<file path="config.mk">
export PLATFORM = sky130hd
export DESIGN_NAME = bit_serializer
export DESIGN_NICKNAME = d
export VERILOG_FILES = /design/src/rtl/bit_serializer.sv
export SDC_FILE = /design/constraint.sdc
export NUM_CORES = 1
export LEC_CHECK = 0
export CELL_PAD_IN_SITES_DETAIL_PLACEMENT = 0
export CELL_PAD_IN_SITES_GLOBAL_PLACEMENT = 2
export CORE_MARGIN = 2
export CORE_UTILIZATION = 31
export CTS_BUF_LIST = sky130_fd_sc_hd__clkbuf_2
export CTS_CLUSTER_SIZE = 10
export DETAILED_ROUTE_END_ITERATION = 8
export PLACE_DENSITY = 0.89
export REMOVE_ABC_BUFFERS = 1
export SYNTH_ARGS = -nofsm -noshare
export SYNTH_HDL_FRONTEND = slang
export SYNTH_SLANG_ARGS = --single-unit
</file>
<file path="constraint.sdc">
create_clock -name clock -period 1.57 [get_ports clock]
set_input_delay 0.314 -clock clock [delete_from_list [all_inputs] [get_ports clock]]
set_output_delay 0.314 -clock clock [all_outputs]
set_load 0.02 [all_outputs]
</file>
<file path="src/rtl/bit_serializer.sv">
// Parallel-to-serial feeder: takes a word over valid/ready and emits it one bit per clock,
// with optional idle gap cycles between words and selectable bit order.
module bit_serializer #(
  parameter int unsigned WIDTH     = 8,
  parameter bit          MSB_FIRST = 1'b1,
  parameter bit          IDLE_BIT  = 1'b0,
  parameter int unsigned GAP       = 0
) (
  input  logic             clock,
  input  logic             reset,
  input  logic [WIDTH-1:0] load_data,
  input  logic             load_valid,
  output logic             load_ready,
  output logic             out_bit,
  output logic             out_valid,
  output logic             busy,
  output logic             word_done
);

  localparam int unsigned     CntW    = $clog2(WIDTH);
  localparam logic [CntW-1:0] CntMax  = CntW'(WIDTH - 1);
  localparam logic [7:0]      GapMax  = 8'(GAP) - 8'd1;
  localparam bit              NoGap   = (GAP == 0);

  typedef enum logic [1:0] {StIdle, StShift, StGap} state_e;

  state_e           state_q, state_d;
  logic [WIDTH-1:0] shift_q, shift_d;
  logic [CntW-1:0]  bit_cnt_q, bit_cnt_d;
  logic [7:0]       gap_cnt_q, gap_cnt_d;

  logic             last_bit;
  logic             accept;
  logic [WIDTH-1:0] shifted;

  assign last_bit   = (state_q == StShift) && (bit_cnt_q == '0);
  // Only a gapless last bit may overlap with the next accept.
  assign load_ready = (state_q == StIdle) || (last_bit && NoGap);
  assign accept     = load_valid && load_ready;
  assign shifted    = MSB_FIRST ? {shift_q[WIDTH-2:0], 1'b0} : {1'b0, shift_q[WIDTH-1:1]};

  always_comb begin
    state_d   = state_q;
    shift_d   = shift_q;
    bit_cnt_d = bit_cnt_q;
    gap_cnt_d = gap_cnt_q;
    unique case (state_q)
      StIdle: begin
        if (accept) begin
          state_d   = StShift;
          shift_d   = load_data;
          bit_cnt_d = CntMax;
        end
      end
      StShift: begin
        if (bit_cnt_q != '0) begin
          shift_d   = shifted;
          bit_cnt_d = bit_cnt_q - CntW'(1);
        end else if (!NoGap) begin
          state_d   = StGap;
          shift_d   = '0;
          gap_cnt_d = GapMax;
        end else if (accept) begin
          shift_d   = load_data;
          bit_cnt_d = CntMax;
        end else begin
          state_d   = StIdle;
          shift_d   = '0;
        end
      end
      StGap: begin
        if (gap_cnt_q == 8'd0) begin
          state_d = StIdle;
        end else begin
          gap_cnt_d = gap_cnt_q - 8'd1;
        end
      end
      default: state_d = StIdle;
    endcase
  end

  always_ff @(posedge clock or posedge reset) begin
    if (reset) begin
      state_q   <= StIdle;
      shift_q   <= '0;
      bit_cnt_q <= '0;
      gap_cnt_q <= '0;
    end else begin
      state_q   <= state_d;
      shift_q   <= shift_d;
      bit_cnt_q <= bit_cnt_d;
      gap_cnt_q <= gap_cnt_d;
    end
  end

  // Outputs decode straight from flops, so they follow reset immediately.
  assign out_valid = (state_q == StShift);
  assign out_bit   = out_valid ? (MSB_FIRST ? shift_q[WIDTH-1] : shift_q[0]) : IDLE_BIT;
  assign busy      = (state_q != StIdle);
  assign word_done = last_bit;

endmodule
</file>
==> key figures, run 1 <==
Timing
  • Slew HR: 68.80%
  • Final hold vios: 0
  • Min Tclk post-route: 1596 ps
  • Final Worst Setup Slack: -25.86 ps
  • Slew of the pin with the lowest slew margin: 467.5 ps
  • FMAX: 0.6266 GHz
  • Max-slew violations: 0
  • Setup Viol. Count Final: 1
  • Clock skew: 4.042 ps
  • RSZ-0062 raised after global routing: true
  • Part of the cycle the worst path needs: 101.6%

Power and ir drop
  • Leak: 0.4545 nW
  • PD cells: 1491 nW/µm²
  • Max IR drop VDD: 650.1 µV

Die
  • Num ports: 16
  • Die Area: 2564 µm²
  • Initial Utilization: 33.69%
  • Core Box Area: 2002 µm²
  • Horiz. Die Dim: 50.64 µm
  • Die height: 50.64 µm
  • # rows: 16

Logic synthesis
  • Syn avg cell area: 10.54 µm²
  • FF+latch count, synth: 12
  • Yosys top cell by area: dfrtp_1
  • Synth async-reset ratio: 100.0%
  • Number of synthesized flops with an enable pin: 0
  • Syn. warnings: 0
  • Netlist cell types: 22
  • Commonest cells post-synth: 12 x dfrtp_1, 8 x mux2i_1, 8 x o21ai_0
  • Most common cell in the netlist: dfrtp_1
  • Area contributors post-synth: dfrtp_1 45%, mux2i_1 12%, a32oi_1 7.8%
  • Synth Flop Type: dfrtp_1
  • Cell Area, Synth: 674.4 µm²
  • Cells after Synth: 64
  • Synth top area share: 44.53%
  • Register area share after synthesis: 44.53%

Place
  • Port buffer count: 15
  • Area of placed instances: 894.6 µm²
  • Post-DP HPWL: 1.027 mm
  • RePlAce Congestion: 0.7108

Critical path
  • Critical Path End Type: output port
  • Crit Path Max Fanout: 4
  • Worst r2r path cells: 5
  • WP data required: 1260 ps
  • Critical path arrival: 1280 ps
  • CP startpoint kind: flop
  • Critical path type: reg2out

Clock network
  • CTS tree: built
  • Inserted Clock Buffers: 3
  • Clk sink count: 12
  • CTS root buf: clkbuf_2
  • CTS Buffer Depth: 2
  • Worst-skew pair later-pin latency: 270 ps
  • Hold Buf Count CTS: 0
  • H-Tree Depth: 1
  • Reg clk slew, reported paths: 120 ps

Layout
  • Antenna cells: 0
  • Share of cells above drive strength 1: 31.87%
  • Nets: 105
  • Final core area utilization: 47.63%
  • Final Instance Area: 953.4 µm²
  • Layout area overhead: 41.37%

Global route
  • Initial antenna violation count: 0
  • Routing usage on met3: 2.976%
  • Largest net degree at the start of global routing: 19
  • Congestion Overflow GR: 0
  • Total track usage: 13.98%
  • Grt met2 use: 21.49%
  • Global-route met1 utilization: 17.44%
  • Vias in the first global route: 596
  • Most Crowded Layer GR: met2
  • Global-route wire length before repair: 2.628 mm

Drt
  • Post-route ant nets: 0
  • Total wire length: 1.481 mm
  • Via count: 575
  • Via/cell ratio: 4.873
  • Pre-antenna DRT Iters: 4
  • Drt initial violations: 12
  • Detailed-route DRC error count: 0
  • Routed wire length per instance: 12.55 µm

Status
  • Status: complete, but fails checks
  • Violated checks: negative setup slack

Hold path
  • HP Class: in2async

Run
  • Max cap viols: 0
## state kept, by name, indices dropped and copies added (netlist names)
name,cells
shift_q,8
state_q,1
bit_cnt_q,3
## cell type report
cell class,count,area [µm²]
Sequential cell,12,300.3
Fill cell,194,1049
Timing Repair Buffer,29,259.0
Clock inverter,1,3.754
Inverter,5,18.77
Multi-Input combinational cell,41,322.8
Clock buffer,3,15.01
Tap cell,27,33.78
## timing repair
action,4_1_cts,5_1_grt
pin swaps,1,1
gates resized for setup,22,3
buffers inserted,0,3
setup endpoints to repair,6,5
## worst max-delay path, stage by stage (launching register included)
cell      delay (ps)
dfrtp_1          410
inv_2             90
ha_4             150
nand2b_4          60
and2_4           160
inv_2             40
buf_6            100
## routing by layer
metal / up-vias / share of wire (%) / routed length (µm)
met5: - / 0 / 0
met4: 0 / 2.4 / 36
met2: 16 / 42 / 628
li1: 282 / - / -
met1: 273 / 50 / 735
met3: 4 / 5.5 / 81
## report_power, final
part           internal, mW  switching (mW)
logic                 0.434           0.342
clock network        0.0553           0.105
registers             0.422          0.0631
total                 0.912           0.510
## worst paths after layout
check / start / to / slack [ps]
max in group asynchronous: reset / shift_q[3]$_DFFE_PP0P_ / 910
worst min register to register: shift_q[0]$_DFFE_PP0P_ / shift_q[1]$_DFFE_PP0P_ / 530
min in group clock: shift_q[0]$_DFFE_PP0P_ / shift_q[1]$_DFFE_PP0P_ / 530
worst min-delay path: reset / shift_q[7]$_DFFE_PP0P_ / 340
worst max register to register: bit_cnt_q[1]$_DFF_PP0_ / shift_q[1]$_DFFE_PP0P_ / 110
worst max-delay path: bit_cnt_q[0]$_DFF_PP0_ / load_ready / -30
## cell usage in the layout, fill, tap and decap left out
master,n
o21a_1,1
ha_1,1
buf_4,14
and2_4,1
mux2i_1,8
nor3_1,1
clkdlybuf4s15_2,2
clkinv_1,1
a21oi_1,3
clkbuf_2,3
dlygate4sd2_1,1
ha_4,1
inv_1,2
nor2_1,3
clkdlybuf4s50_1,10
a211oi_1,2
nand2_1,1
or2_2,1
dfrtp_1,12
a32oi_1,6
inv_2,3
nand2b_4,1
o21ai_0,8
buf_6,2
and2_1,1
and3b_2,1
a221o_1,1
## stage by stage
stage / setup WS, ps / power (mW) / cells / setup TNS, ps / hold slack (ps)
3_3_place_gp: -229.8 / 1.168 / 111 / -460.0 / 496.5
2_1_floorplan: 10.19 / 0.8541 / 58 / 0 / 178.7
5_1_grt: -119.6 / 1.548 / 118 / -176.5 / 370.7
4_1_cts: -50.79 / 1.374 / 115 / -50.79 / 345.0
3_5_place_dp: -268.3 / 1.179 / 111 / -555.3 / 511.4
6_report: -25.86 / 1.422 / 118 / -25.86 / 343.2
## cells by family (layout without fill, tap and decap cells)
family                     after synthesis  in the layout  share of synthesized area, %
AOI/OAI and AO/OA                       21             21                         20.78
adders and majority gates                2              2                         3.710
buffers and inverters                   11             38                         9.646
DFF                                     12             12                         44.53
muxes                                    8              8                         11.87
and+or+nand+nor                         10             10                         9.462
Power figures use the tool's default switching activity.
==> run 2: changes to the inputs <==
--- a/config.mk
+++ b/config.mk
@@ -14,6 +14,7 @@
 export DETAILED_ROUTE_END_ITERATION = 8
 export PLACE_DENSITY = 0.89
 export REMOVE_ABC_BUFFERS = 1
+export SKIP_LAST_GASP = 1
 export SYNTH_ARGS = -nofsm -noshare
 export SYNTH_HDL_FRONTEND = slang
 export SYNTH_SLANG_ARGS = --single-unit
==> results of run 2 <==
The final DEF is identical to that of run 1; final timing and power are the same.
Main changes from that run: number of gates resized after CTS 22 -> 19; wire length of the first global-routing pass 2628 µm -> 2642 µm; via count of the first global-routing pass 596 -> 598; overall routing resource usage 13.98% -> 14.04%; met1 usage 17.44% -> 17.63%
==> run 3: changes to the inputs <==
--- a/config.mk
+++ b/config.mk
@@ -18,3 +18,4 @@
 export SYNTH_ARGS = -nofsm -noshare
 export SYNTH_HDL_FRONTEND = slang
 export SYNTH_SLANG_ARGS = --single-unit
+export TNS_END_PERCENT = 30
==> constraint.sdc (replaced) <==
create_clock -name clock -period 1.57 [get_ports clock]
set_input_delay 0.314 -clock clock [delete_from_list [all_inputs] [get_ports clock]]
set_output_delay 0.314 -clock clock [all_outputs]
set_load 0.005 [all_outputs]
==> key figures, run 3 (synthesis results as in run 1) <==
Status
  • Status: complete, but fails checks
  • Violated checks: negative setup slack

Clock network
  • Inserted Clock Buffers: 3
  • Hold Buf Count CTS: 0
  • H-Tree Depth: 1
  • CTS root buf: clkbuf_2
  • Clk sink count: 12
  • Reg clk slew, reported paths: 120 ps
  • Worst-skew pair later-pin latency: 260 ps
  • CTS tree: built
  • CTS Buffer Depth: 2

Global route
  • Largest net degree at the start of global routing: 15
  • Routing usage on met3: 3.274%
  • Initial antenna violation count: 0
  • Global-route wire length before repair: 2.732 mm
  • Total track usage: 14.55%
  • Most Crowded Layer GR: met2
  • Grt met2 use: 23.25%
  • Global-route met1 utilization: 18.55%
  • Vias in the first global route: 580
  • Congestion Overflow GR: 0

Timing
  • FMAX: 0.6269 GHz
  • Max-slew violations: 0
  • Slew of the pin with the lowest slew margin: 490.7 ps
  • Final hold vios: 0
  • Final Worst Setup Slack: -25.11 ps
  • Setup Viol. Count Final: 1
  • Part of the cycle the worst path needs: 101.6%
  • Slew HR: 67.25%
  • RSZ-0062 raised after global routing: true
  • Setup_tns: -25.11 ps
  • Clock skew: 0.3222 ps
  • Min Tclk post-route: 1595 ps

Critical path
  • Worst path cell trace: buf_6, clkdlybuf4s50_1
  • Slowest Stage Delay on Critical Path: 490 ps
  • Critical path type: reg2out
  • WP data required: 1260 ps
  • Critical Path End Type: output port
  • Critical path arrival: 1280 ps
  • Crit Path Max Fanout: 4
  • Crit path max-delay family: buffers and inverters
  • Slowest CP cell: clkdlybuf4s50_1
  • Worst Path Buf+Inv: 2
  • CP startpoint kind: flop

Run
  • Max cap viols: 0

Drt
  • Via/cell ratio: 4.935
  • Drt initial violations: 23
  • Total wire length: 1.619 mm
  • Routed wire length per instance: 13.06 µm
  • Pre-antenna DRT Iters: 4
  • Post-route ant nets: 0
  • Detailed-route DRC error count: 0
  • Via count: 612

Die
  • Horiz. Die Dim: 50.64 µm
  • Die Area: 2564 µm²
  • Core Box Area: 2002 µm²
  • # rows: 16
  • Initial Utilization: 33.69%
  • Num ports: 16
  • Die height: 50.64 µm

Layout
  • Share of cells above drive strength 1: 31.96%
  • Layout area overhead: 46.57%
  • Max reg flops: 8
  • Most flop-heavy register: shift_q
  • Antenna cells: 0
  • Leading cell types in the layout, fill and taps excluded: 19 x buf_4, 12 x dfrtp_1, 11 x clkdlybuf4s50_1, 8 x mux2i_1, 8 x o21ai_0
  • Nets: 111
  • Final core area utilization: 49.38%
  • Commonest non-fill, non-tap cell in the layout: buf_4
  • Fin cells: 124
  • Regs by FF count: shift_q x8, bit_cnt_q x3, state_q x1

Hold path
  • HP Class: in2async

Place
  • RePlAce Congestion: 0.7103
  • Post-DP HPWL: 1.075 mm
  • Placed insts: 111
  • Port buffer count: 15
  • Dpl ws: -174.0 ps

Power and ir drop
  • Leak: 0.4811 nW
  • PD cells: 1470 nW/µm²
  • Pwr Total: 1.453 mW
  • Max IR drop VDD: 584.7 µV
## run 3: area by class of cell
cell class | count | area (µm²)
multi-input cells | 41 | 321.6
flip-flops and latches | 12 | 300.3
repair buffers | 35 | 295.3
inverters | 5 | 18.77
well taps | 27 | 33.78
clock buffers | 3 | 15.01
fillers | 190 | 1013
clock inverters | 1 | 3.754
## run 3: path summary, 6_finish.rpt
check                           slack (ps)  depth (start not counted)                    from                endpoint
worst max-delay path                   -30                          2  state_q[0]$_DFFE_PP0P_               out_valid
worst min-delay path                   360                          2                   reset  shift_q[5]$_DFFE_PP0P_
worst max register to register          50                          5  bit_cnt_q[1]$_DFF_PP0_  shift_q[1]$_DFFE_PP0P_
worst min register to register         540                          1  shift_q[0]$_DFFE_PP0P_  shift_q[1]$_DFFE_PP0P_
max in group asynchronous              880                          2                   reset  bit_cnt_q[2]$_DFF_PP0_
min in group clock                     540                          1  shift_q[0]$_DFFE_PP0P_  shift_q[1]$_DFFE_PP0P_
## run 3: repair_timing
action / 4_1_cts / 5_1_grt
hold endpoints to repair: 0 / 0
pin swaps: 1 / 2
resized for setup: 11 / 3
buffers inserted: 6 / 3
setup endpoints to repair: 6 / 6
## run 3: worst register-to-register path: stages (launching register included)
cell	delay (ps)
dfrtp_1	400
inv_2	70
ha_4	170
buf_4	130
and3b_1	270
a221o_1	390
## run 3: where the power goes
part           switching (mW)  internal [mW]  total [mW]
registers              0.0720          0.423       0.495
clock network           0.103         0.0554       0.158
logic                   0.315          0.485       0.800
## run 3: layer usage
| layer | part of all wire, % | up-vias |
|---|---|---|
| met5 | 0 | - |
| met1 | 47 | 298 |
| met2 | 47 | 16 |
| met3 | 5.1 | 2 |
| li1 | - | 296 |
| met4 | 0.99 | 0 |
## run 3: per-stage QoR
step / hold slack (ps) / cell area (µm²)
floorplan: 178.7 / 628.1
global placement: 496.9 / 894.6
detailed placement: 514.0 / 894.6
global route: 401.4 / 988.4
CTS: 362.5 / 967.2
finish: 359.9 / 988.4
